### config.mk
export PLATFORM = sky130hd
export DESIGN_NAME = host_tx_arbiter
export DESIGN_NICKNAME = d
export VERILOG_FILES = /design/src/rtl/host_tx_arbiter.sv
export SDC_FILE = /design/constraint.sdc
export NUM_CORES = 1
export LEC_CHECK = 0
export ABC_AREA = 1
export ABC_CLOCK_PERIOD_IN_PS = 4700
export BUFFER_PORTS_ARGS = -buffer_cell sky130_fd_sc_hd__buf_4
export CAP_MARGIN = 20
export CELL_PAD_IN_SITES_DETAIL_PLACEMENT = 1
export CELL_PAD_IN_SITES_GLOBAL_PLACEMENT = 2
export CORE_MARGIN = 2
export CORE_UTILIZATION = 34
export CTS_BUF_LIST = sky130_fd_sc_hd__clkbuf_16
export CTS_CLUSTER_DIAMETER = 50
export DETAILED_ROUTE_END_ITERATION = 6
export HOLD_SLACK_MARGIN = 0.02
export MAX_ROUTING_LAYER = met4
export PLACE_DENSITY = 0.93
export SLEW_MARGIN = 20
export SYNTH_ARGS = -nofsm -noshare
export SYNTH_HDL_FRONTEND = slang
export SYNTH_SLANG_ARGS = --single-unit
### constraint.sdc
create_clock -name clk -period 4.7 [get_ports clk]
set_clock_uncertainty 0.05 [all_clocks]
set_input_delay 0.47 -clock clk [delete_from_list [all_inputs] [get_ports clk]]
set_output_delay 0.47 -clock clk [all_outputs]
set_load 0.05 [all_outputs]
### src/rtl/host_tx_arbiter.sv
// rtl/host_tx_arbiter.sv - round-robin burst arbiter sharing the host write FIFO
module host_tx_arbiter #(
    parameter int NUM_REQ = 3,
    parameter int TIMEOUT = 2500000,
    parameter int CNT_W   = 24
) (
    input  logic                 clk,
    input  logic                 reset,
    input  logic [NUM_REQ-1:0]   req_valid,
    input  logic [8*NUM_REQ-1:0] req_data,
    input  logic [NUM_REQ-1:0]   req_last,
    output logic [NUM_REQ-1:0]   req_ack,
    output logic [NUM_REQ-1:0]   grant,
    output logic [NUM_REQ-1:0]   abort,
    output logic                 wr_en,
    output logic [7:0]           wr_data,
    input  logic                 wr_full,
    output logic                 busy,
    output logic [7:0]           timeout_count
);
    localparam int IDX_W = (NUM_REQ > 1) ? $clog2(NUM_REQ) : 1;

    typedef enum logic {IDLE, BURST} state_t;

    state_t           state;
    logic [IDX_W-1:0] ptr;
    logic [IDX_W-1:0] owner;
    logic [IDX_W-1:0] owner_next;
    logic [IDX_W-1:0] winner;
    logic [CNT_W-1:0] cnt;
    int               scan_j;
    logic [IDX_W-1:0] scan_idx;
    logic             owner_valid;
    logic             owner_last;
    logic             owner_ack;
    logic [7:0]       owner_data;
    logic             accept;

    // Scan downwards so the lowest offset from ptr is written last and wins.
    always_comb begin
        winner   = ptr;
        scan_j   = 0;
        scan_idx = '0;
        for (int k = NUM_REQ - 1; k >= 0; k--) begin
            scan_j   = (int'(ptr) + k) % NUM_REQ;
            scan_idx = IDX_W'(scan_j);
            if (req_valid[scan_idx]) begin
                winner = scan_idx;
            end
        end
    end

    always_comb begin
        owner_valid = 1'b0;
        owner_last  = 1'b0;
        owner_ack   = 1'b0;
        owner_data  = 8'h00;
        for (int i = 0; i < NUM_REQ; i++) begin
            if (owner == IDX_W'(i)) begin
                owner_valid = req_valid[i];
                owner_last  = req_last[i];
                owner_ack   = req_ack[i];
                owner_data  = req_data[8*i +: 8];
            end
        end
    end

    assign owner_next = (owner == IDX_W'(NUM_REQ - 1)) ? '0 : owner + 1'b1;

    // The registered ack blocks a second accept right after a write, giving the
    // requester one cycle to advance its lane and the FIFO time to flag full.
    assign accept = (state == BURST) && owner_valid && !wr_full && !owner_ack;

    always_ff @(posedge clk or posedge reset) begin
        if (reset) begin
            state         <= IDLE;
            ptr           <= '0;
            owner         <= '0;
            cnt           <= '0;
            timeout_count <= 8'h00;
            grant         <= '0;
            req_ack       <= '0;
            abort         <= '0;
            wr_en         <= 1'b0;
            wr_data       <= 8'h00;
            busy          <= 1'b0;
        end else begin
            req_ack <= '0;
            abort   <= '0;
            wr_en   <= 1'b0;
            case (state)
                IDLE: begin
                    cnt <= '0;
                    if (|req_valid) begin
                        owner <= winner;
                        grant <= NUM_REQ'(1) << winner;
                        busy  <= 1'b1;
                        state <= BURST;
                    end
                end
                BURST: begin
                    if (accept) begin
                        wr_en   <= 1'b1;
                        wr_data <= owner_data;
                        req_ack <= NUM_REQ'(1) << owner;
                        cnt     <= '0;
                        if (owner_last) begin
                            grant <= '0;
                            busy  <= 1'b0;
                            ptr   <= owner_next;
                            state <= IDLE;
                        end
                    end else if (cnt == CNT_W'(TIMEOUT - 1)) begin
                        abort <= NUM_REQ'(1) << owner;
                        grant <= '0;
                        busy  <= 1'b0;
                        ptr   <= owner_next;
                        cnt   <= '0;
                        state <= IDLE;
                        if (timeout_count != 8'hFF) begin
                            timeout_count <= timeout_count + 1'b1;
                        end
                    end else begin
                        cnt <= cnt + 1'b1;
                    end
                end
                default: state <= IDLE;
            endcase
        end
    end
endmodule
After elaboration in Yosys (flattened, before gate mapping)
Index checks and enable logic that the tools add are counted.

storage, ports and cells
  register bits after elaboration = 56
  bits in latches = 0
  RAM bits = 0
  memory bits (read-only) = 0
  memories = 0

cells by class
  $add $sub $neg = 5
  multiply operators = 0
  divide/modulo/power cells = 3
  $lt $le $gt $ge = 3
  equality and inequality tests = 8
  shifts and indexed selects = 2
  multiplexer cells = 50
  bitwise gates (word level) = 2
  reduce and logical (&&, ||, !) cells = 13

operators with widths
  kind                                                                          count
  32-bit by 3-bit modulo with 32-bit output, second input constant              2
  24-bit two-way mux                                                            2
  24-bit one-hot mux with 2 select lines                                        1
  3-bit by 3-bit modulo with 32-bit output, second input constant               1
  3-bit two-way mux                                                             9
  24-bit by 1-bit adder with 24-bit output, second input constant               1
  24-bit by 22-bit == test with 1-bit output, second input constant             1
  8-bit two-way mux                                                             3
  1-bit two-way mux                                                             22
  2-bit two-way mux                                                             7
  2-bit by 3-bit less-than comparator with 1-bit output, second input constant  3
  8-bit by 1-bit adder with 8-bit output, second input constant                 1
  8-bit inequality test, second input constant                                  1
  1-bit binary-select mux with 2-bit select                                     3
  3-bit one-hot mux with 2 select lines                                         1
  3-bit AND reduction                                                           2
  1-bit by 2-bit << shifter with 3-bit output, first input constant             2
  2-bit inequality test, second input constant                                  2
  1-bit one-hot mux with 2 select lines                                         2
  2-bit AND reduction                                                           2
  4-bit AND reduction                                                           1
  2-bit by 1-bit adder with 3-bit output, second input constant                 1
  2-bit by 2-bit adder with 3-bit output, second input constant                 1
  1-bit logical AND                                                             3
  other kinds (10)                                                              12

Logic depth before layout (Yosys ltp)
  depth in word-level cells = 10
  gate-level depth with buffers = 13
  gate-level depth less buffers = 13

Worst setup path after synthesis
OpenSTA, ideal clock, no wires.

  path type = register to register
  start point = register timeout_count[1]
  end point = register timeout_count[2]
  arrival time = 1.721 ns
  data required time = 4.576 ns
  setup slack = 2.855 ns
  cell stages (with the launch flop) = 8
  clock period less this slack = 1.845 ns
  cells stage by stage = dfrtp_1 > ha_1 > nand2_1 > nor4_1 > nor2_4 > nand2_4 > nand2_1 > o21ai_2

on the way
  longest elaborated chain between the ends = 2

RTL lines
  what                                                                                            line  source
  start: declaration                                                                              19    output logic [7:0] timeout_count
  start signal: assignment                                                                        121   timeout_count <= timeout_count + 1'b1;
  parallel branches: the longest is 2 deep, another holds 8-bit by 1-bit adder with 8-bit output  n/a

Several ways; the timed one is not identified.
A chain may end at the register's enable or synchronous reset.

Final worst setup path
  start point = register owner[1]
  end point = register ptr[0]

on the way
  longest elaborated chain between the ends = 9

RTL lines
  what                                                                          line  source
  start: declaration                                                            27    logic [IDX_W-1:0] owner;
  start signal: assignment                                                      95    owner <= winner;
  2-bit zero test                                                               59    if (owner == IDX_W'(i)) begin
  1-bit two-way mux (3 in series)                                               59
  1-bit logical AND (3 in series)                                               72    assign accept = (state == BURST) && owner_valid && !wr_full && !owner_ack;
  2-bit inequality test (no line) / 2-bit nonzero test (equally long branches)  n/a
  3-bit AND reduction (no line)                                                 n/a
  end signal: assignment                                                        110   ptr <= owner_next;
  end signal: assignment                                                        117   ptr <= owner_next;
  end: declaration                                                              26    logic [IDX_W-1:0] ptr;

Parallel ways exist; a longest one is shown, timed or not. The select of a mux whose other input is x is not followed.

==> reports/results.tsv <==
metric	value	unit
register area share after synthesis	42.2	%
critical path type	reg -> reg	
drt pass-1 iters	4	
post_cts resized	0	
Die X	103	um
ant diodes	0	
outcome	finished, final reports clean	
crit end category	register	
drt via density	4.88	
Slew HR	49.7	%
final slew viol count	0	
post-synthesis cell area	3320	um^2
Seq cells post-synth	56	
Die Area	10600	um^2
Avg Cell Area, Syn	7.42	um^2
max_cap viols	0	
Post-synth EDFFs	0	
Inst Count DP	636	
Clock Pin Slew Worst Setup and Hold Paths	0.08	ns
Post-route DRC	0	
FF-to-FF setup slack	2.67	ns
CTS tree	done	
H-tree Lvls	2	
routed vias	3142	
# hold bufs at CTS	0	
Synth Instances	448	
global-route wire length before repair	15700	um
Worst-Skew Late Latency	0.29	ns
Iter 0 DRT Violations	68	
Distinct cells, synth	39	
Routed Antenna Nets	0	
Layout Nets	547	
Final period util	43.2	%
share of layout cells above drive strength 1	18.6	%
power per cell area	500	nW/um^2
fillers	1254	
worst-path maximum fanout	11	
HPWL Detailed	7080	um
Crit path required time	4.83	ns
setup_tns	0	ns
Area Overhead vs Synth	21.8	%
Pleak	1.99	nW
routability cong.	0.862	
grt total ovfl	0	
Final Hold Fails	0	
worst slew pin tran	0.752	ns
num rows	36	
post-route minimum period	2.03	ns
Startpoint Class	register	
Root Buffer	clkbuf_16	
fmax	0.493	GHz
CP arrival	2.16	ns
RSZ-0062 raised after global routing	no	
clk buf depth	2	
clk sinks	56	
worst hold path type	in -> async	
ys flop type	dfrtp_1	
syn_nets	485	
flip-flop and latch area	1400	um^2
Num CTS Buffers	5	
largest net degree at the start of global routing	57	
post-DR wirelength/cell	14.3	um
Die Y	103	um
Finished Core Util	42.0	%
dominant cell type by area after synthesis	dfrtp_1	
asr flop ratio synth	100	%
Post-Layout Cell Count	644	
Final setup viols	0	
Core Region	9640	um^2
multi-input logic area	1670	um^2
Synth top area share	42.2	%
Initial Util	34.5	%
global-route usage over all layers	18.9	%
Synth area leaders	dfrtp_1 (42%), nand2_1 (15%), nor2_1 (7.0%)	
vias in the first global route	3311	
initial antenna violation count	0	
YS warnings	0	
num ports	60	
Post-CTS Setup Repair Bufs	0	
Max VDD drop	0.000295	V
Final Routed Wirelength	9210	um
IO Port Bufs	59	
==> final cells by class <==
cell class / count / area share (%)
Multi-Input combinational cell: 333 / 41.2
Sequential cell: 56 / 34.6
Timing Repair Buffer: 60 / 11.1
Inverter: 54 / 5.13
Tap cell: 133 / 4.11
Clock buffer: 5 / 3.09
Clock inverter: 3 / 0.649
==> placed cells by master (no fill, tap or decap), types with 5 or more instances in the layout <==
| cell type | Yosys | final |
|---|---|---|
| nand2_1 | 137 | 137 |
| nor2_1 | 62 | 62 |
| buf_4 | 2 | 60 |
| dfrtp_1 | 56 | 56 |
| inv_1 | 51 | 50 |
| nand3_1 | 35 | 35 |
| nand4_1 | 17 | 17 |
| nor3_1 | 13 | 13 |
| xor2_1 | 9 | 9 |
| o21a_1 | 8 | 8 |
| o21ai_0 | 8 | 8 |
| clkbuf_16 | 0 | 5 |
==> worst paths after layout <==
kind                               start                to  depth (start not counted)
worst max-delay path            owner[1]            ptr[0]                          9
worst max register to register  owner[1]            ptr[0]                          9
worst min register to register  grant[1]          grant[1]                          2
max in group asynchronous          reset            cnt[1]                          3
worst min-delay path               reset  timeout_count[1]                          3
min in group clk                grant[1]          grant[1]                          2
==> critical path, cell delays in order, from the launching register on <==
cell and delay, ns:
dfrtp_1 0.47, inv_1 0.10, nor2_1 0.58, nand2_1 0.10, nand2_1 0.12, nor2_1 0.04, nand3_1 0.13, nand3_2 0.16
nand2_1 0.10, o21ai_1 0.07
==> routing by layer <==
metal / part of all wire (%) / GRT usage [%] / vias up
met1: 45 / 24.3 / 1535
li1: - / - / 1558
met4: 1.5 / 4.25 / 0
met2: 50 / 31.6 / 39
met5: 0 / - / -
met3: 2.7 / 2.92 / 10
==> sequential cells by signal, indices dropped and copies added, names as in the netlist <==
register,cells
abort,3
busy,1
cnt,24
grant,3
owner,2
ptr,2
req_ack,3
state,1
timeout_count,8
wr_data,8
wr_en,1
==> report_power, final <==
group | switching (W) | total [W] | leakage [nW] | internal [W]
clock | 0.000185 | 0.000388 | 0.0748 | 0.000203
sequential | 0.0000838 | 0.000658 | 0.741 | 0.000574
combinational | 0.000682 | 0.000975 | 1.17 | 0.000294
==> cells by family (layout without fill, tap and decap cells) <==
logic type / count (synthesis) / after routing / share of synthesized area (%)
flops: 56 / 56 / 42.2
xor+xnor: 12 / 12 / 3.16
fa+ha+maj: 4 / 4 / 1.51
simple gates: 287 / 287 / 39.8
compound gates: 30 / 30 / 5.76
buf+inv: 59 / 122 / 7.61
==> through the flow <==
| step | worst slack, ns | total power, W | instance area (um^2) | hold WS, ns |
|---|---|---|---|---|
| floorplan | 2.81 | 0.00139 | 3320 | 0.421 |
| global placement | 2.72 | 0.00162 | 3890 | 0.423 |
| detailed placement | 2.65 | 0.00165 | 3890 | 0.424 |
| CTS | 2.61 | 0.00205 | 4050 | 0.370 |
| global route | 2.39 | 0.00218 | 4050 | 0.414 |
| finish | 2.67 | 0.00202 | 4050 | 0.330 |
==> cells in the mapped netlist (all sizes together), types with 2 or more instances <==
cell,n
xor2,9
o21ai,13
inv,54
nand3,40
ha,4
nand2,140
a21oi,4
o21a,8
nor3b,2
xnor2,3
nor2,69
buf,5
dfrtp,56
nand4,18
nor3,15
a31oi,2
(Power assumes the default switching activity.)
